`src/rtl/register_window_spill_fill_if.sv`:
```
// ---------------------------------------------------------------------------
// register_window_spill_fill_if : request, register-file and memory bundle
// Rev 1.0 ; WINDOW_STATS_EN adds the spill/fill counters
// ---------------------------------------------------------------------------
`default_nettype none

interface register_window_spill_fill_if #(
  parameter int NWINDOWS = 8
);
  localparam int WW = $clog2(NWINDOWS);

  logic          save_i;
  logic          restore_i;
  logic [WW-1:0] cwp_o;
  logic          busy_o;
  logic          done_o;
  logic          trap_o;
  logic [WW-1:0] rf_win_o;
  logic [4:0]    rf_addr_o;
  logic [31:0]   rf_rdata_i;
  logic [31:0]   rf_wdata_o;
  logic          rf_we_o;
  logic          mem_req_o;
  logic          mem_we_o;
  logic [31:0]   mem_addr_o;
  logic [31:0]   mem_wdata_o;
  logic          mem_ack_i;
  logic [31:0]   mem_rdata_i;
`ifdef WINDOW_STATS_EN
  logic [15:0]   spill_count_o;
  logic [15:0]   fill_count_o;

  modport slave (
    input  save_i, restore_i, rf_rdata_i, mem_ack_i, mem_rdata_i,
    output cwp_o, busy_o, done_o, trap_o, rf_win_o, rf_addr_o, rf_wdata_o,
           rf_we_o, mem_req_o, mem_we_o, mem_addr_o, mem_wdata_o,
           spill_count_o, fill_count_o
  );
  modport master (
    output save_i, restore_i, rf_rdata_i, mem_ack_i, mem_rdata_i,
    input  cwp_o, busy_o, done_o, trap_o, rf_win_o, rf_addr_o, rf_wdata_o,
           rf_we_o, mem_req_o, mem_we_o, mem_addr_o, mem_wdata_o,
           spill_count_o, fill_count_o
  );
`else
  modport slave (
    input  save_i, restore_i, rf_rdata_i, mem_ack_i, mem_rdata_i,
    output cwp_o, busy_o, done_o, trap_o, rf_win_o, rf_addr_o, rf_wdata_o,
           rf_we_o, mem_req_o, mem_we_o, mem_addr_o, mem_wdata_o
  );
  modport master (
    output save_i, restore_i, rf_rdata_i, mem_ack_i, mem_rdata_i,
    input  cwp_o, busy_o, done_o, trap_o, rf_win_o, rf_addr_o, rf_wdata_o,
           rf_we_o, mem_req_o, mem_we_o, mem_addr_o, mem_wdata_o
  );
`endif

endinterface

`default_nettype wire

```
`src/rtl/register_window_spill_fill.sv`:
```
// ---------------------------------------------------------------------------
// register_window_spill_fill : SPARC window pointer tracking with spill/fill
// Rev 1.0 ; optional macro WINDOW_STATS_EN adds spill/fill counters
// ---------------------------------------------------------------------------
`default_nettype none

module register_window_spill_fill #(
  parameter int          NWINDOWS   = 8,
  parameter logic [31:0] STACK_BASE = 32'h0000_8000,
  parameter logic [31:0] STACK_TOP  = 32'h0000_9000
) (
  input  logic                       clk_i,
  input  logic                       rst_i,
  register_window_spill_fill_if.slave bus
);

  localparam int          WW      = $clog2(NWINDOWS);
  localparam logic [WW-1:0] MAX_OCC = WW'(NWINDOWS - 1);

  typedef enum logic [1:0] {S_IDLE, S_SPILL, S_FILL, S_FINISH} state_e;

  state_e        state_q;
  logic [WW-1:0] cwp_q;
  logic [WW-1:0] occ_q;
  logic [31:0]   sp_q;
  logic [3:0]    idx_q;
  logic          is_fill_q;
  logic          busy_q;
  logic          done_q;
  logic          trap_q;
  logic          req_q;
  logic          we_q;
  logic [31:0]   addr_q;
  logic [WW-1:0] win_q;
  logic [4:0]    raddr_q;

  logic          w_ack;
  logic [31:0]   w_sp_inc;
  logic [31:0]   w_sp_dec;
  logic [WW-1:0] w_victim;

  // Acks only count while a request is actually outstanding
  assign w_ack    = bus.mem_ack_i & req_q;
  assign w_sp_inc = sp_q + 32'd64;
  assign w_sp_dec = sp_q - 32'd64;
  assign w_victim = cwp_q + occ_q - WW'(1);

  always_ff @(posedge clk_i) begin
    if (rst_i) begin
      state_q   <= S_IDLE;
      cwp_q     <= '0;
      occ_q     <= WW'(1);
      sp_q      <= STACK_BASE;
      idx_q     <= '0;
      is_fill_q <= 1'b0;
      busy_q    <= 1'b0;
      done_q    <= 1'b0;
      trap_q    <= 1'b0;
      req_q     <= 1'b0;
      we_q      <= 1'b0;
      addr_q    <= '0;
      win_q     <= '0;
      raddr_q   <= '0;
    end else begin
      done_q <= 1'b0;
      trap_q <= 1'b0;
      case (state_q)
        S_IDLE: begin
          if (bus.save_i && bus.restore_i) begin
            trap_q <= 1'b1;
          end else if (bus.save_i) begin
            if (occ_q != MAX_OCC) begin
              cwp_q  <= cwp_q - WW'(1);
              occ_q  <= occ_q + WW'(1);
              done_q <= 1'b1;
            end else if (w_sp_inc > STACK_TOP) begin
              trap_q <= 1'b1;
            end else begin
              state_q   <= S_SPILL;
              busy_q    <= 1'b1;
              req_q     <= 1'b1;
              we_q      <= 1'b1;
              addr_q    <= sp_q;
              win_q     <= w_victim;
              raddr_q   <= 5'd16;
              idx_q     <= '0;
              is_fill_q <= 1'b0;
            end
          end else if (bus.restore_i) begin
            if (occ_q != WW'(1)) begin
              cwp_q  <= cwp_q + WW'(1);
              occ_q  <= occ_q - WW'(1);
              done_q <= 1'b1;
            end else if (sp_q == STACK_BASE) begin
              trap_q <= 1'b1;
            end else begin
              state_q   <= S_FILL;
              busy_q    <= 1'b1;
              req_q     <= 1'b1;
              we_q      <= 1'b0;
              sp_q      <= w_sp_dec;
              addr_q    <= w_sp_dec;
              win_q     <= cwp_q + WW'(1);
              raddr_q   <= 5'd16;
              idx_q     <= '0;
              is_fill_q <= 1'b1;
            end
          end
        end
        S_SPILL, S_FILL: begin
          if (w_ack) begin
            if (idx_q == 4'd15) begin
              state_q <= S_FINISH;
              done_q  <= 1'b1;
              req_q   <= 1'b0;
              we_q    <= 1'b0;
              addr_q  <= '0;
              win_q   <= '0;
              raddr_q <= '0;
              if (is_fill_q) begin
                cwp_q <= cwp_q + WW'(1);
              end else begin
                cwp_q <= cwp_q - WW'(1);
                sp_q  <= w_sp_inc;
              end
            end else begin
              idx_q   <= idx_q + 4'd1;
              addr_q  <= addr_q + 32'd4;
              raddr_q <= raddr_q + 5'd1;
            end
          end
        end
        S_FINISH: begin
          busy_q  <= 1'b0;
          state_q <= S_IDLE;
        end
        default: state_q <= S_IDLE;
      endcase
    end
  end

  assign bus.cwp_o       = cwp_q;
  assign bus.busy_o      = busy_q;
  assign bus.done_o      = done_q;
  assign bus.trap_o      = trap_q;
  assign bus.rf_win_o    = win_q;
  assign bus.rf_addr_o   = raddr_q;
  assign bus.mem_req_o   = req_q;
  assign bus.mem_we_o    = we_q;
  assign bus.mem_addr_o  = addr_q;
  // Spill data is taken straight off the combinational register-file read
  assign bus.mem_wdata_o = we_q ? bus.rf_rdata_i : 32'd0;
  assign bus.rf_we_o     = (state_q == S_FILL) & w_ack;
  assign bus.rf_wdata_o  = bus.rf_we_o ? bus.mem_rdata_i : 32'd0;

`ifdef WINDOW_STATS_EN
  logic [15:0] spill_cnt_q;
  logic [15:0] fill_cnt_q;

  always_ff @(posedge clk_i) begin
    if (rst_i) begin
      spill_cnt_q <= '0;
      fill_cnt_q  <= '0;
    end else if (state_q == S_FINISH) begin
      if (is_fill_q) begin
        if (fill_cnt_q != 16'hFFFF) fill_cnt_q <= fill_cnt_q + 16'd1;
      end else begin
        if (spill_cnt_q != 16'hFFFF) spill_cnt_q <= spill_cnt_q + 16'd1;
      end
    end
  end

  assign bus.spill_count_o = spill_cnt_q;
  assign bus.fill_count_o  = fill_cnt_q;
`endif

endmodule

`default_nettype wire

```
`src/flat_wrapper.sv`:
```
// flat-port wrapper written by rule: the top's interface ports become plain ports
module register_window_spill_fill_flat 
#(
  parameter int          NWINDOWS   = 8,
  parameter logic [31:0] STACK_BASE = 32'h0000_8000,
  parameter logic [31:0] STACK_TOP  = 32'h0000_9000
)
  (clk_i, rst_i, bus_save_i, bus_restore_i, bus_rf_rdata_i, bus_mem_ack_i, bus_mem_rdata_i, bus_cwp_o, bus_busy_o, bus_done_o, bus_trap_o, bus_rf_win_o, bus_rf_addr_o, bus_rf_wdata_o, bus_rf_we_o, bus_mem_req_o, bus_mem_we_o, bus_mem_addr_o, bus_mem_wdata_o);
  register_window_spill_fill_if #(.NWINDOWS(NWINDOWS)) bus_i ();
  input  logic clk_i;
  input  logic rst_i;
  input wire logic [$bits(bus_i.save_i)-1:0] bus_save_i;
  input wire logic [$bits(bus_i.restore_i)-1:0] bus_restore_i;
  input wire logic [$bits(bus_i.rf_rdata_i)-1:0] bus_rf_rdata_i;
  input wire logic [$bits(bus_i.mem_ack_i)-1:0] bus_mem_ack_i;
  input wire logic [$bits(bus_i.mem_rdata_i)-1:0] bus_mem_rdata_i;
  output wire logic [$bits(bus_i.cwp_o)-1:0] bus_cwp_o;
  output wire logic [$bits(bus_i.busy_o)-1:0] bus_busy_o;
  output wire logic [$bits(bus_i.done_o)-1:0] bus_done_o;
  output wire logic [$bits(bus_i.trap_o)-1:0] bus_trap_o;
  output wire logic [$bits(bus_i.rf_win_o)-1:0] bus_rf_win_o;
  output wire logic [$bits(bus_i.rf_addr_o)-1:0] bus_rf_addr_o;
  output wire logic [$bits(bus_i.rf_wdata_o)-1:0] bus_rf_wdata_o;
  output wire logic [$bits(bus_i.rf_we_o)-1:0] bus_rf_we_o;
  output wire logic [$bits(bus_i.mem_req_o)-1:0] bus_mem_req_o;
  output wire logic [$bits(bus_i.mem_we_o)-1:0] bus_mem_we_o;
  output wire logic [$bits(bus_i.mem_addr_o)-1:0] bus_mem_addr_o;
  output wire logic [$bits(bus_i.mem_wdata_o)-1:0] bus_mem_wdata_o;
  assign bus_i.save_i = bus_save_i;
  assign bus_i.restore_i = bus_restore_i;
  assign bus_i.rf_rdata_i = bus_rf_rdata_i;
  assign bus_i.mem_ack_i = bus_mem_ack_i;
  assign bus_i.mem_rdata_i = bus_mem_rdata_i;
  assign bus_cwp_o = bus_i.cwp_o;
  assign bus_busy_o = bus_i.busy_o;
  assign bus_done_o = bus_i.done_o;
  assign bus_trap_o = bus_i.trap_o;
  assign bus_rf_win_o = bus_i.rf_win_o;
  assign bus_rf_addr_o = bus_i.rf_addr_o;
  assign bus_rf_wdata_o = bus_i.rf_wdata_o;
  assign bus_rf_we_o = bus_i.rf_we_o;
  assign bus_mem_req_o = bus_i.mem_req_o;
  assign bus_mem_we_o = bus_i.mem_we_o;
  assign bus_mem_addr_o = bus_i.mem_addr_o;
  assign bus_mem_wdata_o = bus_i.mem_wdata_o;
  register_window_spill_fill #(.NWINDOWS(NWINDOWS), .STACK_BASE(STACK_BASE), .STACK_TOP(STACK_TOP)) u_core (.clk_i(clk_i), .rst_i(rst_i), .bus(bus_i));
endmodule
```
`config.mk`:
```
export PLATFORM = sky130hd
export DESIGN_NAME = register_window_spill_fill_flat
export DESIGN_NICKNAME = d
export VERILOG_FILES = /design/src/rtl/register_window_spill_fill_if.sv /design/src/rtl/register_window_spill_fill.sv /design/src/flat_wrapper.sv
export SDC_FILE = /design/constraint.sdc
export NUM_CORES = 1
export LEC_CHECK = 0
export CAP_MARGIN = 20
export CORE_MARGIN = 2
export CORE_UTILIZATION = 45
export DETAILED_ROUTE_END_ITERATION = 12
export MAX_ROUTING_LAYER = met4
export PLACE_DENSITY = 0.85
export SLEW_MARGIN = 0
export SYNTH_ARGS = -nofsm -noshare
export SYNTH_HDL_FRONTEND = slang
export SYNTH_SLANG_ARGS = --single-unit
```
`constraint.sdc`:
```
create_clock -name clk_i -period 3 [get_ports clk_i]
set_input_delay 0.45 -clock clk_i [delete_from_list [all_inputs] [get_ports clk_i]]
set_output_delay 0.45 -clock clk_i [all_outputs]
set_load 0.05 [all_outputs]
```
==> impl_metrics.prom, run 1 <==
# TYPE chip_impl_metric gauge
chip_impl_metric{name="ctsHtreeMaxLevel",unit=""} 3
chip_impl_metric{name="max_cap_viols",unit=""} 0
chip_impl_metric{name="report.final.hold_viol_count",unit=""} 0
chip_impl_info{name="startpoint_to_endpoint_class_of_the_critical_path",value="reg2reg"} 1
chip_impl_metric{name="ios",unit=""} 182
chip_impl_info{name="setup_repair_after_global_routing_missed_its_margin",value="false"} 1
chip_impl_metric{name="drtPass1Iterations",unit=""} 5
chip_impl_metric{name="maxSlewHeadroom",unit="%"} 47.32
chip_impl_metric{name="cts_hold_buffers",unit=""} 0
chip_impl_info{name="critical_path.startpoint_type",value="flip-flop"} 1
chip_impl_info{name="min-delay-path-class",value="reg2reg"} 1
chip_impl_info{name="most_frequently_used_flop_master_after_synthesis",value="sky130_fd_sc_hd__dfxtp_1"} 1
chip_impl_metric{name="max-clock-path-buffers",unit=""} 2
chip_impl_metric{name="coreArea",unit="mm²"} 0.01399
chip_impl_metric{name="n_fill_cell",unit=""} 1138
chip_impl_metric{name="number_of_distinct_library_cell_variants_in_the_gate_level_netlist_after_synthesis",unit=""} 77
chip_impl_metric{name="number_of_antenna_violations_at_the_first_check_in_global_routing",unit=""} 0
chip_impl_metric{name="vias_per_cell",unit=""} 6.001
chip_impl_metric{name="critical_path_required",unit="ns"} 3.28
chip_impl_metric{name="worst_setup_slack_final",unit="ns"} 0.1563
chip_impl_metric{name="worst_clock_skew",unit="ns"} 0.01181
chip_impl_metric{name="synth_seq_cells",unit=""} 82
chip_impl_metric{name="grt_start_max_net_pins",unit=""} 72
chip_impl_metric{name="wl_per_cell",unit="µm"} 17.89
chip_impl_metric{name="asyncSetResetFlopFracSynth",unit="%"} 0
chip_impl_info{name="crit_slowest_cell",value="sky130_fd_sc_hd__or4_1"} 1
chip_impl_metric{name="grt_first_pass_wirelength",unit="µm"} 33680
chip_impl_metric{name="cts.reportedPaths.clkPinSlew",unit="ns"} 0.06
chip_impl_metric{name="synth_cells",unit=""} 870
chip_impl_metric{name="mappedNetlistArea",unit="mm²"} 0.006482
chip_impl_metric{name="synth_edf_count",unit=""} 0
chip_impl_metric{name="cp_data_arrival_time",unit="ns"} 3.13
chip_impl_info{name="cell_family_with_most_cp_delay",value="compound AO/OA/AOI/OAI gates"} 1
chip_impl_metric{name="net_total_in_the_final_layout",unit=""} 1132
chip_impl_info{name="cp-end-kind",value="flip-flop"} 1
chip_impl_metric{name="multi_input_comb_area",unit="mm²"} 0.004419
chip_impl_metric{name="worst_pin_slew",unit="ns"} 0.7903
chip_impl_metric{name="dr_total_vias",unit=""} 7363
chip_impl_info{name="cts.root.buffer_cell",value="sky130_fd_sc_hd__clkbuf_16"} 1
chip_impl_metric{name="port-buffer-count",unit=""} 179
chip_impl_metric{name="setup_total_neg_slack",unit="ns"} 0
chip_impl_metric{name="die-width",unit="µm"} 124.0
chip_impl_metric{name="critPathBufInv",unit=""} 1
chip_impl_metric{name="avgSynthCellArea",unit="µm²"} 7.451
chip_impl_metric{name="syn2layout_area_growth",unit="%"} 42.66
chip_impl_metric{name="irDropWorstVdd",unit="mV"} 0.7369
chip_impl_info{name="cells_traversed_along_the_worst_timing_path",value="ha_1 > nand2_1 > o21ai_0 > a311o_1 > a2111oi_2 > and4_4 > a21boi_2 > buf_12 > or4_1 > a21oi_1"} 1
chip_impl_metric{name="sequential_cell_area",unit="mm²"} 0.001645
chip_impl_metric{name="post-cts-setup-buffers",unit=""} 0
chip_impl_metric{name="synth-seq-area-share",unit="%"} 25.32
chip_impl_metric{name="start_util",unit="%"} 46.34
chip_impl_metric{name="totalWireLength",unit="µm"} 21950
chip_impl_metric{name="final_report_setup_violation_count",unit=""} 0
chip_impl_metric{name="fin_crit_sh",unit="%"} 94.79
chip_impl_info{name="tritoncts",value="built"} 1
chip_impl_metric{name="finalCriticalPeriod",unit="ns"} 2.844
chip_impl_metric{name="clock_latency",unit="ns"} 0.36
chip_impl_metric{name="hpwl",unit="µm"} 16240
chip_impl_metric{name="pre_cts_slack",unit="ns"} 0.07218
chip_impl_metric{name="timing.critical_path.slowest_cell_delay",unit="ns"} 0.49
chip_impl_metric{name="drive_above_1_share",unit="%"} 12.51
chip_impl_metric{name="worst-path-max-fanout",unit=""} 41
chip_impl_metric{name="clock_sink_count",unit=""} 82
chip_impl_metric{name="antenna_violating_nets_post_route",unit=""} 0
chip_impl_metric{name="die_area",unit="mm²"} 0.01538
chip_impl_metric{name="power.density_cell_area",unit="mW/mm²"} 863.3
chip_impl_metric{name="static-leakage-power",unit="nW"} 3.411
chip_impl_metric{name="tritoncts_buffers",unit=""} 9
chip_impl_metric{name="overflow",unit=""} 0
chip_impl_metric{name="clock.fmax",unit="MHz"} 351.7
chip_impl_info{name="outcome",value="complete, no violations"} 1
chip_impl_metric{name="final-max-slew-violation-count",unit=""} 0
chip_impl_metric{name="core_rows",unit=""} 43
chip_impl_metric{name="drtIter0Drc",unit=""} 893
chip_impl_metric{name="global_route.usage.total",unit="%"} 28.42
chip_impl_metric{name="residual_drc",unit=""} 0
chip_impl_metric{name="yosys_warnings",unit=""} 0
chip_impl_metric{name="n_antenna_cell",unit=""} 0
chip_impl_metric{name="gpl.final_weighted_congestion",unit=""} 0.9492
chip_impl_metric{name="fp.dieH",unit="µm"} 124.0
chip_impl_metric{name="via_count_of_the_first_global_routing_pass",unit=""} 6552
-- per-layer routing --
metal  GRT usage [%]  part of all wire (%)  vias to the layer above  wire, µm
met2           40.69                    46                      429     10020
met5               -                     0                        -         0
met1           39.96                    44                     3390      9676
met3           6.181                   8.5                       36      1865
met4           8.497                   1.8                        0       393
li1                -                     -                     3508         -
-- power by group --
group | switching (mW) | internal (mW) | total, mW
combinational | 3.45 | 1.91 | 5.36
sequential | 0.224 | 1.28 | 1.50
clock | 0.457 | 0.668 | 1.12
-- kinds of logic (layout without fill, tap and decap cells) --
kind of cell	after synthesis	in the layout	share of synthesized area, %
adders and majority gates	21	21	4.053
DFF	82	82	25.32
AOI/OAI and AO/OA	224	224	23.24
buffers and inverters	101	277	6.948
muxes	10	10	1.583
other	1	2	0.05785
and+or+nand+nor	384	384	32.45
xor gates and xnor gates	47	47	6.350
-- cell type report --
cell class / instances / area share [%]
well taps: 180 / 2.435
flip-flops and latches: 82 / 17.79
repair buffers: 235 / 27.71
inverters: 26 / 1.055
clock buffers: 12 / 2.665
multi-input cells: 688 / 47.79
clock inverters: 4 / 0.5547
-- metrics by stage --
stage / power (mW) / hold slack [ns] / util (%) / area (µm²) / cells
5_1_grt: 8.437 / 0.5000 / 66.11 / 9248 / 1227
4_1_cts: 7.845 / 0.4929 / 65.90 / 9219 / 1227
3_3_place_gp: 6.601 / 0.4745 / 63.77 / 8921 / 1211
6_report: 7.983 / 0.4956 / 66.11 / 9248 / 1227
3_5_place_dp: 6.694 / 0.4838 / 63.77 / 8921 / 1211
2_1_floorplan: 5.113 / 0.4600 / - / 6486 / 871
-- Yosys cell counts, types with 3 or more instances --
master | n | share of area (%)
sky130_fd_sc_hd__nor2_1 | 84 | 4.9
sky130_fd_sc_hd__buf_4 | 10 | 1.2
sky130_fd_sc_hd__inv_1 | 26 | 1.5
sky130_fd_sc_hd__o41ai_1 | 3 | 0.41
sky130_fd_sc_hd__a211oi_1 | 6 | 0.69
sky130_fd_sc_hd__xnor2_1 | 33 | 4.5
sky130_fd_sc_hd__clkbuf_1 | 47 | 2.7
sky130_fd_sc_hd__and3_1 | 16 | 1.5
sky130_fd_sc_hd__a31oi_1 | 10 | 0.97
sky130_fd_sc_hd__nand2_1 | 52 | 3.0
sky130_fd_sc_hd__buf_2 | 14 | 1.1
sky130_fd_sc_hd__nand4b_1 | 3 | 0.41
sky130_fd_sc_hd__nand3_1 | 41 | 3.2
sky130_fd_sc_hd__o21ai_0 | 45 | 3.5
sky130_fd_sc_hd__or4_1 | 8 | 0.93
sky130_fd_sc_hd__ha_1 | 21 | 4.1
sky130_fd_sc_hd__nand4_1 | 20 | 1.9
sky130_fd_sc_hd__o311ai_0 | 12 | 1.6
sky130_fd_sc_hd__a32oi_1 | 4 | 0.54
sky130_fd_sc_hd__or3_1 | 22 | 2.1
sky130_fd_sc_hd__o22ai_1 | 4 | 0.39
sky130_fd_sc_hd__a22oi_1 | 6 | 0.69
sky130_fd_sc_hd__dfxtp_1 | 82 | 25
sky130_fd_sc_hd__o32ai_1 | 8 | 1.1
sky130_fd_sc_hd__nand3b_1 | 3 | 0.35
sky130_fd_sc_hd__and4_1 | 8 | 1.1
sky130_fd_sc_hd__nor2b_1 | 6 | 0.58
sky130_fd_sc_hd__and2_1 | 73 | 7.0
sky130_fd_sc_hd__o22a_1 | 5 | 0.68
sky130_fd_sc_hd__nor3_1 | 20 | 1.5
sky130_fd_sc_hd__o31ai_1 | 24 | 2.8
sky130_fd_sc_hd__xor2_1 | 14 | 1.9
sky130_fd_sc_hd__mux2i_1 | 8 | 1.2
sky130_fd_sc_hd__nor4_1 | 8 | 0.77
sky130_fd_sc_hd__o21a_1 | 6 | 0.69
sky130_fd_sc_hd__a32o_1 | 5 | 0.77
sky130_fd_sc_hd__o32a_1 | 3 | 0.46
sky130_fd_sc_hd__a21oi_1 | 60 | 4.6
sky130_fd_sc_hd__a22o_1 | 3 | 0.41
-- worst register-to-register path, cell delays in order, from the launching register on --
cell and delay, ns:
sky130_fd_sc_hd__dfxtp_2 0.34, sky130_fd_sc_hd__ha_1 0.23, sky130_fd_sc_hd__nand2_1 0.12, sky130_fd_sc_hd__o21ai_0 0.09, sky130_fd_sc_hd__a311o_1 0.37, sky130_fd_sc_hd__a2111oi_2 0.37, sky130_fd_sc_hd__and4_4 0.32, sky130_fd_sc_hd__a21boi_2 0.09
sky130_fd_sc_hd__buf_12 0.20, sky130_fd_sc_hd__or4_1 0.50, sky130_fd_sc_hd__a21oi_1 0.15
-- timing repair --
action / CTS / global route
setup endpoints to repair: 0 / 29
resized for setup: 0 / 9
endpoints found under the hold margin: 0 / 0
-- registers in the layout, summed over array words and instances, names as in the netlist, 2 cells and up --
name                   cells
u_core.bus.mem_addr_o     30
u_core.sp_q               26
u_core.occ_q               3
u_core.bus.cwp_o           3
u_core.bus.rf_win_o        3
u_core.bus.rf_addr_o       5
u_core.idx_q               4
u_core.state_q             2
-- layout by cell type, fill, tap and decap left out, drive strengths merged, types with 12 or more instances in the layout --
cell type,instances
ha,21
a21oi,60
nand4,21
o311ai,12
xor2,14
o31ai,24
clkdlybuf4s50,145
and2,74
buf,90
or3,22
o21ai,47
xnor2,33
inv,26
nor2,85
nor3,22
dfxtp,82
nand2,54
and3,16
clkbuf,12
nand3,42
-- final timing paths --
check | from | end | slack, ns | depth (start not counted)
worst min register to register | u_core.is_fill_q$_SDFFE_PP0P_ | u_core.is_fill_q$_SDFFE_PP0P_ | 0.50 | 2
worst min-delay path | u_core.is_fill_q$_SDFFE_PP0P_ | u_core.is_fill_q$_SDFFE_PP0P_ | 0.50 | 2
worst max-delay path | u_core.sp_q[6]$_SDFFE_PP0P_ | u_core.bus.rf_addr_o[2]$_SDFFE_PP0P_ | 0.16 | 10
worst max register to register | u_core.sp_q[6]$_SDFFE_PP0P_ | u_core.bus.rf_addr_o[2]$_SDFFE_PP0P_ | 0.16 | 10
Power figures use the tool's default switching activity.
==> inputs of run 2 (changes only) <==
--- a/config.mk
+++ b/config.mk
@@ -15,3 +15,4 @@
 export SYNTH_ARGS = -nofsm -noshare
 export SYNTH_HDL_FRONTEND = slang
 export SYNTH_SLANG_ARGS = --single-unit
+export TNS_END_PERCENT = 100
==> results of run 2 <==
No change in the layout: final DEF, timing and power equal those of run 1.
==> inputs of run 3 (changes only) <==
--- a/config.mk
+++ b/config.mk
@@ -5,6 +5,7 @@
 export SDC_FILE = /design/constraint.sdc
 export NUM_CORES = 1
 export LEC_CHECK = 0
+export ABC_CLOCK_PERIOD_IN_PS = 2650
 export CAP_MARGIN = 20
 export CORE_MARGIN = 2
 export CORE_UTILIZATION = 45
==> constraint.sdc (replaced) <==
create_clock -name clk_i -period 2.65 [get_ports clk_i]
set_input_delay 0.3975 -clock clk_i [delete_from_list [all_inputs] [get_ports clk_i]]
set_output_delay 0.3975 -clock clk_i [all_outputs]
set_load 0.05 [all_outputs]
==> impl_metrics.prom, run 3 (synthesis gave the netlist of run 1 again) <==
# TYPE chip_impl_metric gauge
chip_impl_metric{name="n_fill_cell",unit=""} 956
chip_impl_metric{name="critical_path_required",unit="ns"} 2.91
chip_impl_metric{name="syn2layout_area_growth",unit="%"} 56.30
chip_impl_metric{name="tritoncts_buffers",unit=""} 9
chip_impl_metric{name="final-max-slew-violation-count",unit=""} 0
chip_impl_metric{name="cts_hold_buffers",unit=""} 0
chip_impl_metric{name="die_area",unit="mm²"} 0.01538
chip_impl_metric{name="fp.dieH",unit="µm"} 124.0
chip_impl_metric{name="area_of_placed_instances",unit="mm²"} 0.009256
chip_impl_metric{name="internal_power",unit="mW"} 5.090
chip_impl_metric{name="power.density_cell_area",unit="mW/mm²"} 1012
chip_impl_metric{name="wl_per_cell",unit="µm"} 19.33
chip_impl_metric{name="fin_crit_sh",unit="%"} 103.4
chip_impl_metric{name="gpl.final_weighted_congestion",unit=""} 0.9372
chip_impl_metric{name="finished_cell_area",unit="mm²"} 0.01013
chip_impl_info{name="cts.root.buffer_cell",value="sky130_fd_sc_hd__clkbuf_16"} 1
chip_impl_info{name="outcome",value="finished with violations"} 1
chip_impl_metric{name="static-leakage-power",unit="nW"} 3.794
chip_impl_metric{name="largest_register_ffs",unit=""} 30
chip_impl_metric{name="residual_drc",unit=""} 0
chip_impl_metric{name="power.share.clock",unit="%"} 13.9
chip_impl_metric{name="worst_r2r_path_depth",unit=""} 11
chip_impl_metric{name="grt_first_pass_wirelength",unit="µm"} 35270
chip_impl_metric{name="ctsHtreeMaxLevel",unit=""} 3
chip_impl_metric{name="worst_setup_slack_final",unit="ns"} -0.08894
chip_impl_info{name="layout_commonest_cell",value="sky130_fd_sc_hd__clkdlybuf4s50_1"} 1
chip_impl_metric{name="coreArea",unit="mm²"} 0.01399
chip_impl_metric{name="core_rows",unit=""} 43
chip_impl_metric{name="worst-path-max-fanout",unit=""} 14
chip_impl_metric{name="die-width",unit="µm"} 124.0
chip_impl_metric{name="clock_sink_count",unit=""} 82
chip_impl_metric{name="total_power",unit="mW"} 10.25
chip_impl_info{name="tritoncts",value="built"} 1
chip_impl_metric{name="vias_per_cell",unit=""} 6.149
chip_impl_metric{name="irDropWorstVdd",unit="mV"} 0.8500
chip_impl_info{name="critical_path.startpoint_type",value="flip-flop"} 1
chip_impl_metric{name="overflow",unit=""} 0
chip_impl_metric{name="antenna_violating_nets_post_route",unit=""} 0
chip_impl_metric{name="number_of_antenna_violations_at_the_first_check_in_global_routing",unit=""} 0
chip_impl_metric{name="n_antenna_cell",unit=""} 0
chip_impl_metric{name="via_count_of_the_first_global_routing_pass",unit=""} 6873
chip_impl_metric{name="hpwl",unit="µm"} 16870
chip_impl_metric{name="dr_total_vias",unit=""} 7883
chip_impl_metric{name="hold_depth",unit=""} 1
chip_impl_metric{name="maxSlewHeadroom",unit="%"} 39.45
chip_impl_info{name="min-delay-path-class",value="reg2reg"} 1
chip_impl_metric{name="max-clock-path-buffers",unit=""} 2
chip_impl_metric{name="power.share.sequential",unit="%"} 16.2
chip_impl_metric{name="totalWireLength",unit="µm"} 24780
chip_impl_metric{name="finalCriticalPeriod",unit="ns"} 2.739
chip_impl_metric{name="report.final.hold_viol_count",unit=""} 0
chip_impl_metric{name="power_frac_comb",unit="%"} 69.9
chip_impl_metric{name="ios",unit=""} 182
chip_impl_metric{name="start_util",unit="%"} 46.34
chip_impl_metric{name="drive_above_1_share",unit="%"} 22.78
chip_impl_metric{name="setup_total_neg_slack",unit="ns"} -0.6581
chip_impl_info{name="violations",value="setup timing"} 1
chip_impl_metric{name="drtPass1Iterations",unit=""} 7
chip_impl_metric{name="sw_frac_of_total",unit="%"} 50.36
chip_impl_info{name="setup_repair_after_global_routing_missed_its_margin",value="true"} 1
chip_impl_metric{name="max_cap_viols",unit=""} 0
chip_impl_metric{name="power.switching",unit="mW"} 5.163
chip_impl_metric{name="hold-worst-slack",unit="ns"} 0.4780
chip_impl_metric{name="worst_clock_skew",unit="ns"} 0.01161
chip_impl_metric{name="clock.fmax",unit="MHz"} 365.1
chip_impl_metric{name="cp_data_arrival_time",unit="ns"} 3.00
chip_impl_metric{name="port-buffer-count",unit=""} 179
chip_impl_metric{name="net_total_in_the_final_layout",unit=""} 1187
chip_impl_metric{name="final_report_setup_violation_count",unit=""} 20
chip_impl_metric{name="grt_start_max_net_pins",unit=""} 72
chip_impl_info{name="startpoint_to_endpoint_class_of_the_critical_path",value="reg2reg"} 1
chip_impl_metric{name="worst_pin_slew",unit="ns"} 0.9073
chip_impl_metric{name="clock_latency",unit="ns"} 0.36
chip_impl_metric{name="global_route.usage.total",unit="%"} 29.73
chip_impl_info{name="most-common-layout-cells",value="145 x sky130_fd_sc_hd__clkdlybuf4s50_1, 91 x sky130_fd_sc_hd__buf_4, 82 x sky130_fd_sc_hd__nor2_1"} 1
chip_impl_info{name="cp-end-kind",value="flip-flop"} 1
chip_impl_metric{name="drtIter0Drc",unit=""} 1164
chip_impl_metric{name="cts.reportedPaths.clkPinSlew",unit="ns"} 0.06
run 3: cell types whose count changed in the layout (fill, tap and decap cells not counted), sizes merged:
cell	previous run	this run
clkinvlp	1	0
buf	90	145
bufinv	1	2
run 3: final cells by class:
| type | count | area, µm² | share of cell area (%) |
|---|---|---|---|
| clock buffers | 12 | 256.5 | 2.531 |
| clock inverters | 4 | 73.82 | 0.7286 |
| inverters | 26 | 97.59 | 0.9632 |
| multi-input cells | 688 | 4748 | 46.86 |
| flip-flops and latches | 82 | 1662 | 16.40 |
| well taps | 180 | 225.2 | 2.223 |
| repair buffers | 290 | 3069 | 30.29 |
run 3: path summary, 6_finish.rpt:
kind | endpoint | from | slack (ns)
worst max-delay path | u_core.bus.mem_addr_o[15]$_SDFFE_PP0P_ | u_core.sp_q[15]$_SDFFE_PP1P_ | -0.09
worst min-delay path | u_core.bus.rf_win_o[2]$_SDFFE_PP0P_ | u_core.bus.rf_win_o[2]$_SDFFE_PP0P_ | 0.48
worst max register to register | u_core.bus.mem_addr_o[15]$_SDFFE_PP0P_ | u_core.sp_q[15]$_SDFFE_PP1P_ | -0.09
worst min register to register | u_core.bus.rf_win_o[2]$_SDFFE_PP0P_ | u_core.bus.rf_win_o[2]$_SDFFE_PP0P_ | 0.48
run 3: routing by layer:
layer  track usage (%)  routed length [µm]
met1             40.41               10030
met2             44.20               11730
met3             5.220                2214
met4             10.96                 799
met5                 -                   0
run 3: what timing repair did:
action	in CTS	in global routing
gates cloned	1	0
pin swaps	16	50
resized for setup	33	82
setup endpoints to repair	52	70
setup buffers	7	9
run 3: per-stage QoR:
stage / instances / utilization (%) / worst slack, ns
finish: 1282 / 72.43 / -0.08894
global route: 1282 / 72.43 / -0.1822
CTS: 1276 / 69.68 / 0.001425
detailed placement: 1252 / 66.17 / -0.1719
global placement: 1252 / 66.17 / -0.06899
floorplan: 871 / - / 0.005853
run 3: worst max-delay path, stage by stage (launching register included):
cell,delay [ns]
sky130_fd_sc_hd__dfxtp_1,0.35
sky130_fd_sc_hd__nand4_1,0.18
sky130_fd_sc_hd__nor3_4,0.33
sky130_fd_sc_hd__nand4_1,0.22
sky130_fd_sc_hd__a2111oi_4,0.40
sky130_fd_sc_hd__and4_4,0.32
sky130_fd_sc_hd__buf_4,0.14
sky130_fd_sc_hd__a21bo_4,0.16
sky130_fd_sc_hd__buf_12,0.15
sky130_fd_sc_hd__buf_4,0.13
sky130_fd_sc_hd__nand3_1,0.07
sky130_fd_sc_hd__a21oi_1,0.20
run 3: power groups by stage:
| stage | clock (mW) | sequential (mW) | combinational [mW] |
|---|---|---|---|
| global placement | 0 | 1.65 | 6.19 |
| floorplan | 0 | 2.02 | 3.77 |
| global route | 1.46 | 1.68 | 7.61 |
| finish | 1.42 | 1.66 | 7.17 |
| detailed placement | 0 | 1.66 | 6.30 |
| CTS | 1.41 | 1.64 | 6.51 |
